## src/rtl/fft8_out_stream.sv

```systemverilog
// Streams one captured 8-point FFT result frame as eight valid/ready beats,
// in natural or bit-reversed bin order, with a sticky flag for dropped frames.
module fft8_out_stream #(
    parameter int SIZE_DATA   = 32,
    parameter bit BIT_REVERSE = 1'b0
) (
    input  logic                   i_clk,
    input  logic                   i_rst_n,
    input  logic                   i_done,
    input  logic [16*SIZE_DATA-1:0] i_X_data,
    input  logic                   i_ready,
    output logic                   o_valid,
    output logic [SIZE_DATA-1:0]   o_real,
    output logic [SIZE_DATA-1:0]   o_imag,
    output logic [2:0]             o_index,
    output logic                   o_last,
    output logic                   o_busy,
    output logic                   o_overrun,
    output logic                   o_dbg_state
);

    // Handshake: a beat moves on a rising edge where o_valid=1 and i_ready=1;
    // while o_valid=1 and i_ready=0 the beat outputs hold; i_ready is a
    // don't-care while o_valid=0.

    typedef enum logic {
        IDLE = 1'b0,
        SEND = 1'b1
    } state_t;

    state_t               state_q;
    logic [2:0]           cnt_q;
    logic [SIZE_DATA-1:0] buf_q [16];

    logic                 xfer;
    logic                 last_xfer;
    logic                 capture;
    logic [2:0]           cnt_d;
    logic [2:0]           k_d;
    logic [SIZE_DATA-1:0] buf_re_d;
    logic [SIZE_DATA-1:0] buf_im_d;

    function automatic logic [2:0] beat_to_bin(input logic [2:0] c);
        return BIT_REVERSE ? {c[0], c[1], c[2]} : c;
    endfunction

    always_comb begin
        xfer      = (state_q == SEND) && i_ready;
        last_xfer = xfer && (cnt_q == 3'd7);
        // A new frame is accepted when idle, or exactly as the last beat leaves.
        capture   = i_done && ((state_q == IDLE) || last_xfer);
        cnt_d     = cnt_q + 3'd1;
        k_d       = beat_to_bin(cnt_d);
        buf_re_d  = buf_q[{k_d, 1'b0}];
        buf_im_d  = buf_q[{k_d, 1'b1}];
    end

    always_ff @(posedge i_clk) begin
        if (!i_rst_n) begin
            state_q   <= IDLE;
            cnt_q     <= 3'd0;
            for (int i = 0; i < 16; i++) begin
                buf_q[i] <= '0;
            end
            o_valid   <= 1'b0;
            o_real    <= '0;
            o_imag    <= '0;
            o_index   <= 3'd0;
            o_last    <= 1'b0;
            o_busy    <= 1'b0;
            o_overrun <= 1'b0;
        end else begin
            if (capture) begin
                for (int i = 0; i < 16; i++) begin
                    buf_q[i] <= i_X_data[i*SIZE_DATA +: SIZE_DATA];
                end
                state_q <= SEND;
                cnt_q   <= 3'd0;
                o_valid <= 1'b1;
                o_busy  <= 1'b1;
                // Beat 0 is bin 0 in either order, so it comes straight from the input.
                o_index <= 3'd0;
                o_real  <= i_X_data[0 +: SIZE_DATA];
                o_imag  <= i_X_data[SIZE_DATA +: SIZE_DATA];
                o_last  <= 1'b0;
            end else if (last_xfer) begin
                state_q <= IDLE;
                o_valid <= 1'b0;
                o_busy  <= 1'b0;
                o_last  <= 1'b0;
            end else if (xfer) begin
                cnt_q   <= cnt_d;
                o_index <= k_d;
                o_real  <= buf_re_d;
                o_imag  <= buf_im_d;
                o_last  <= (cnt_d == 3'd7);
            end

            if ((state_q == SEND) && i_done && !last_xfer) begin
                o_overrun <= 1'b1;
            end
        end
    end

    assign o_dbg_state = state_q;

endmodule

```

## config.mk

```make
export PLATFORM = sky130hd
export DESIGN_NAME = fft8_out_stream
export DESIGN_NICKNAME = d
export VERILOG_FILES = /design/src/rtl/fft8_out_stream.sv
export SDC_FILE = /design/constraint.sdc
export NUM_CORES = 1
export LEC_CHECK = 0
export CAP_MARGIN = 10
export CORE_AREA = 2 2 256 258
export DETAILED_ROUTE_END_ITERATION = 16
export DIE_AREA = 0 0 258 260
export PLACE_DENSITY = 0.66
export SETUP_SLACK_MARGIN = 0.5
export SLEW_MARGIN = 20
export SYNTH_ARGS = -nofsm -noshare
export SYNTH_HDL_FRONTEND = slang
export SYNTH_SLANG_ARGS = --single-unit
```

## constraint.sdc

```tcl
create_clock -name i_clk -period 44 [get_ports i_clk]
set_input_delay 4.4 -clock i_clk [delete_from_list [all_inputs] [get_ports i_clk]]
set_output_delay 4.4 -clock i_clk [all_outputs]
set_load 0.02 [all_outputs]
```

==> summary.md <==
| Metric | Value |
|---|---|
| Post-synth top area share | 0.604 |
| Clock Skew | 0.0310 ns |
| Worst setup margin | 36.38 ns |
| Hold Vio Cnt, Final | 0 |
| Total GRT Usage | 0.218 |
| Setup Crit Path Kind | in2reg |
| Avg Vias per Cell | 5.37 |
| CTS Buf Count | 61 |
| Largest net degree at the start of global routing | 258 |
| Setup Buffers After CTS | 0 |
| Clock Pin Slew Worst Setup and Hold Paths | 0.06 ns |
| FILL cells | 5312 |
| Crit path launch type | input pin |
| Post-Syn Nets | 2230 |
| Crit path largest cell delay | 0.69 ns |
| HPWL after DPL | 49400 µm |
| Post-synth design cell area | 0.0255 mm² |
| FF+latch count, synth | 582 |
| Setup TNS Final | 0 ns |
| CP Cell Sequence | clkdlybuf4s50_1, buf_4, nand2b_1, buf_4, nand2_4, buf_6, buf_6 |
| Async SR Flop Fraction | 0 |
| Tightest Pin Transition | 1.26 ns |
| Mapped Cells | 1711 |
| Top cells by area, synth | edfxtp_1 (60%), mux4_2 (11%), and3_1 (7.9%), and2_1 (5.6%), dfxtp_1 (5.5%) |
| CTS Buffer Depth | 3 |
| Area grow syn2layout | 33.3% |
| Final period util | 0.173 |
| EDFF count, synth | 512 |
| # rows | 93 |
| Count of final setup violators | 0 |
| Register area share after synthesis | 0.659 |
| PD cells | 38.9 mW/mm² |
| Pleak | 13.2 nW |
| Core Region | 0.0641 mm² |
| Antenna viol nets, final | 0 |
| Placement Setup Slack | 35.17 ns |
| Setup crit end kind | flip-flop |
| Routed len/inst | 23.9 µm |
| Worst min-delay path class | reg2reg |
| Max_cap viols | 0 |
| PortBufs | 587 |
| Multi-input logic area | 0.00803 mm² |
| CP required | 44.22 ns |
| Skew-Pair Late Insertion Delay | 0.62 ns |
| Count of cell types in the netlist | 31 |
| Layout cells sized above 1 | 0.109 |
| Drt total wl | 75300 µm |
| Iteration-0 DRC Markers | 1675 |
| Initial antenna violation count | 27 |
| Final Wtd Congestion | 0.833 |
| Placed Area | 0.0319 mm² |
| Clk sinks | 582 |
| Hold-fix buffers at CTS | 0 |
| Crit path arrival time | 7.84 ns |
| Synth area leader | edfxtp_1 |
| Unrepaired setup endpoints after global routing | no |
| Worst-path fanout max | 88 |
| Io pins | 588 |
| Peak supply drop | 0.0281 mV |
| Outcome | finished, final reports clean |
| GRT overflow | 0 |
| Residual DRC count | 0 |
| Die Wd | 258 µm |
| Max Freq | 131 MHz |
| Yosys warns | 0 |
| Routed via count | 16901 |
| First-pass GRT wire length | 109000 µm |
| Primary FF master, synth | edfxtp_1 |
| Die Y | 260 µm |
| TritonRoute pass-1 iters | 5 |
| Vias in the first global route | 17535 |
| Design area | 0.0340 mm² |
| Finished Layout Cells | 3146 |
| CP max-delay cell | buf_6 |
| H-tree levels | 2 |
| Die area | 0.0671 mm² |
| Storage element area | 0.0168 mm² |
| Initial Util | 0.397 |
| Avg Inst Size Synth | 14.9 µm² |
| Post-layout min period | 7.62 ns |
| CTS tree | built |
| Number of instances in the placed design | 3010 |
| Relative slew margins | 0.159 |
| Final net count | 2737 |
| CTS resizes | 0 |
| Root buf cell | clkbuf_16 |
| Final Max Tran Viols | 0 |
[power by group]
part	switching, mW	leakage (nW)	internal [mW]	total [mW]
Sequential	0.0128	6.07	0.648	0.661
Clock	0.215	0.946	0.289	0.503
Combinational	0.0717	6.20	0.0862	0.158
[metrics by stage]
stage               power [mW]  hold WS (ns)   util
floorplan                0.760         0.550      -
global placement         0.827         0.470  0.498
detailed placement       0.831         0.477  0.498
CTS                       1.33         0.489  0.529
global route              1.37         0.505  0.529
finish                    1.32         0.484  0.530
[layout make-up]
class / instances / area share
diodes: 21 / 0.00155
clock buffers: 85 / 0.0494
clock inverters: 30 / 0.00770
inverters: 2 / 0.000221
multi-input cells: 963 / 0.236
flip-flops and latches: 582 / 0.494
well taps: 855 / 0.0315
repair buffers: 608 / 0.179
[synthesized netlist by cell type, drive strengths merged (2+ instances only)]
cell type,count
edfxtp,512
buf,41
and2,226
and3,321
nor2b,2
nand2,57
a21oi,3
a311oi,14
clkbuf,123
ha,3
o22ai,14
nor3,15
nor2,36
o21ai,2
o221ai,49
dfxtp,70
mux4,128
nand2b,37
nand3,48
inv,2
[flip-flops by register name (all words and copies together) (netlist names)]
signal	cells
cnt_q	3
o_real	32
o_overrun	1
o_dbg_state	1
buf_q	512
o_imag	32
o_last	1
[layout by cell type, fill, tap and decap left out, types with 18 or more instances in the layout]
cell type,instances
nand2_1,55
dfxtp_1,69
clkbuf_16,61
edfxtp_1,512
diode_2,21
clkbuf_1,18
and2_1,226
mux4_2,128
o221ai_1,49
nor2_1,36
nand3_1,48
clkdlybuf4s50_1,586
nand2b_1,37
and3_1,320
[worst max-delay path, delay by kind of cell]
family / cells / cell delay [ns]
buf+inv: 5 / 2.47
simple gates: 2 / 0.73
[kinds of logic after synthesis]
family,count (synthesis),share of synthesized area
buffers and inverters,166,0.0278
flip-flops,582,0.659
AO/OA/AOI/OAI,86,0.0274
adder cells (fa/ha/maj),3,0.00147
AND/OR/NAND/NOR,745,0.171
multiplexers,129,0.114
[worst paths after layout]
kind / depth (start not counted) / startpoint / slack, ns / end
max: 7 / i_done / 36.38 / buf_q[1][14]
min: 2 / o_imag[22] / 0.48 / o_imag[22]
max reg2reg: 7 / cnt_q[0] / 39.63 / o_real[31]
min reg2reg: 2 / o_imag[22] / 0.48 / o_imag[22]
[routing by layer]
metal | track usage | routed length [µm]
met1 | 0.275 | 29400
met2 | 0.367 | 37800
met3 | 0.0499 | 5700
met4 | 0.0827 | 2390
met5 | 0 | 64
Note: power is estimated with default switching activity, not from simulation.
==> RTL edit: new RTL, same flow settings <==
`SIZE_DATA`: 32 -> 16.
--- a/src/rtl/fft8_out_stream.sv
+++ b/src/rtl/fft8_out_stream.sv
@@ -3,3 +3,3 @@
 module fft8_out_stream #(
-    parameter int SIZE_DATA   = 32,
+    parameter int SIZE_DATA   = 16,
     parameter bit BIT_REVERSE = 1'b0
Ports: changed (resized i_X_data, o_imag and o_real); port bits go from 588 to 300. The function was not compared with the original's and may differ.
==> RTL edit against the original RTL <==
  * Area after synthesis decreased by 50%
  * Final area decreased by 48%
  * Routed wire length decreased by 46%
  * Via count shrank 50%
  * Largest power group unchanged
  * Sequential cell count decreased by 288
  * Total power is 46% lower
  * Worst setup slack got worse by 0.048 ns
  * Global-route usage shrank 10 points
==> RTL edit: results (changes against the original RTL) <==
The worst clock skew on the final layout came to 0.01804 ns (-0.01298 ns). The global-route wire length before repair came out at 57790 um (-47%). The antenna cell count is 4 (-81%).

The number of flip-flops and latches came out at 294 (-49%). The worst setup slack before clock tree synthesis was 35.43 ns (+0.2529 ns). The layout multi-input combinational cell count is 477 (-50%). For this design, the slowest cell found on the critical path is sky130_fd_sc_hd__buf_4. The final-layout non-clock buffer area share came out at 17.34% (-0.56 points). The post-place instance area was 16600 um^2 (-48%). By count the netlist is led by sky130_fd_sc_hd__edfxtp_1, sky130_fd_sc_hd__and3_1, sky130_fd_sc_hd__and2_1. The maximum number of pins on one net before global-route repair is 108 (-58%). The maximum fanout along the worst path came out at 87 (-1.1%). The worst flop-to-flop path startpoint is cnt_q[1]. The combined area of the multi-input logic cells came out at 3991 um^2 (-50%). The routed wire length was 40470 um (-46%). The first-pass iteration count of the detailed router is 5 (unchanged). The post-layout total power came out at 714.3 uW (-46%). The non-clock buffer count in the final layout came out at 310 (-49%). The sequential share of power came out at 46.8% (-3.2 points). The largest registers in the layout are buf_q x256, o_imag x16, o_real x16. The switching power was 170.2 uW (-43%). The final hold slack was 0.4861 ns (+0.001865 ns).

The detail-routed via count per cell was 4.252 (-21%). The number of clock buffers in the layout came out at 46 (-46%). The via count of the first global-routing pass came out at 8784 (-50%). The average cell area after synthesis is 15.00 um^2 (+0.77%). The number of distinct standard cells referenced by the synthesized netlist came to 36 (+16%).

The hold path endpoint is cnt_q[2]. The placed wire-length estimate came out at 27340 um (-45%). The number of filler instances in the final layout is 6442 (+21%).

Yosys attributes the largest share of cell area to sky130_fd_sc_hd__edfxtp_1, sky130_fd_sc_hd__mux4_2, sky130_fd_sc_hd__and3_1, sky130_fd_sc_hd__dfxtp_1, sky130_fd_sc_hd__and2_1. The routability congestion estimate from global placement came out at 0.7980 (-4.2%). The fraction of layout instances using a drive strength above 1 was 12.47% (+1.5 points). The proportion of synthesized chip area in sequential cells came out at 65.80% (-0.075 points). The initial detailed-routing violation count came to 701 (-58%). The part of the total power dissipated in the clock network was 41.0% (+2.9 points).

The quantity of I/O buffers inserted on ports is 299 (-49%). The total via count after detailed routing is 8529 (-50%). The initial antenna violation count is 10 (-63%). In this run the critical register-to-register path is captured at buf_q[0][26]. The sequential fraction of total cell area is 47.57% (-1.8 points). The later-pin clock latency in the skew report came out at 0.53 ns (-0.09 ns). The run finished with clean final reports. The startpoint identified for the worst hold timing path is cnt_q[2]. The longest individual stage delay on the worst path is 0.74 ns (+0.05 ns).

The reg-to-reg setup timing slack is 39.98 ns (+0.35 ns). The worst supply voltage drop on vdd came out at 0.00002134 V (-24%). The static power due to leakage is 6.684 nW (-49%). The final core utilization came to 27.71% (-25 points). The placed instance count was 1938 (-36%). The final cycle utilization of the critical path is 17.43% (+0.11 points). The prevailing post-synth register cell is sky130_fd_sc_hd__edfxtp_1. The number of buffers created by CTS was 36 (-41%).

The all-layer global routing usage is 11.71% (-10 points). The endpoint arrival time on the critical path is 7.82 ns (-0.02 ns).
## RTL edit: cell count changes in the layout (fill, tap and decap cells not counted), moves of 52 or more
cell,before,now
sky130_fd_sc_hd__and3_1,320,155
sky130_fd_sc_hd__clkdlybuf4s50_1,586,298
sky130_fd_sc_hd__mux4_2,128,63
sky130_fd_sc_hd__and2_1,226,96
sky130_fd_sc_hd__edfxtp_1,512,256
sky130_fd_sc_hd__nand2_1,55,3
## RTL edit: layer usage
metal | part of all wire, % | up-vias | track usage, %
li1 | - | 3858 | -
met1 | 46 | 4282 | 16.60
met2 | 46 | 335 | 17.79
met3 | 6.3 | 50 | 2.456
met4 | 2.0 | 4 | 3.821
met5 | 0.057 | - | 0
## RTL edit: cell families after synthesis
group	share of synthesized area, %
and+or+nand+nor	16.65
DFF	65.80
buffers and inverters	3.352
muxes	11.13
AOI/OAI and AO/OA	2.709
adders and majority gates	0.2924
xor gates and xnor gates	0.06823
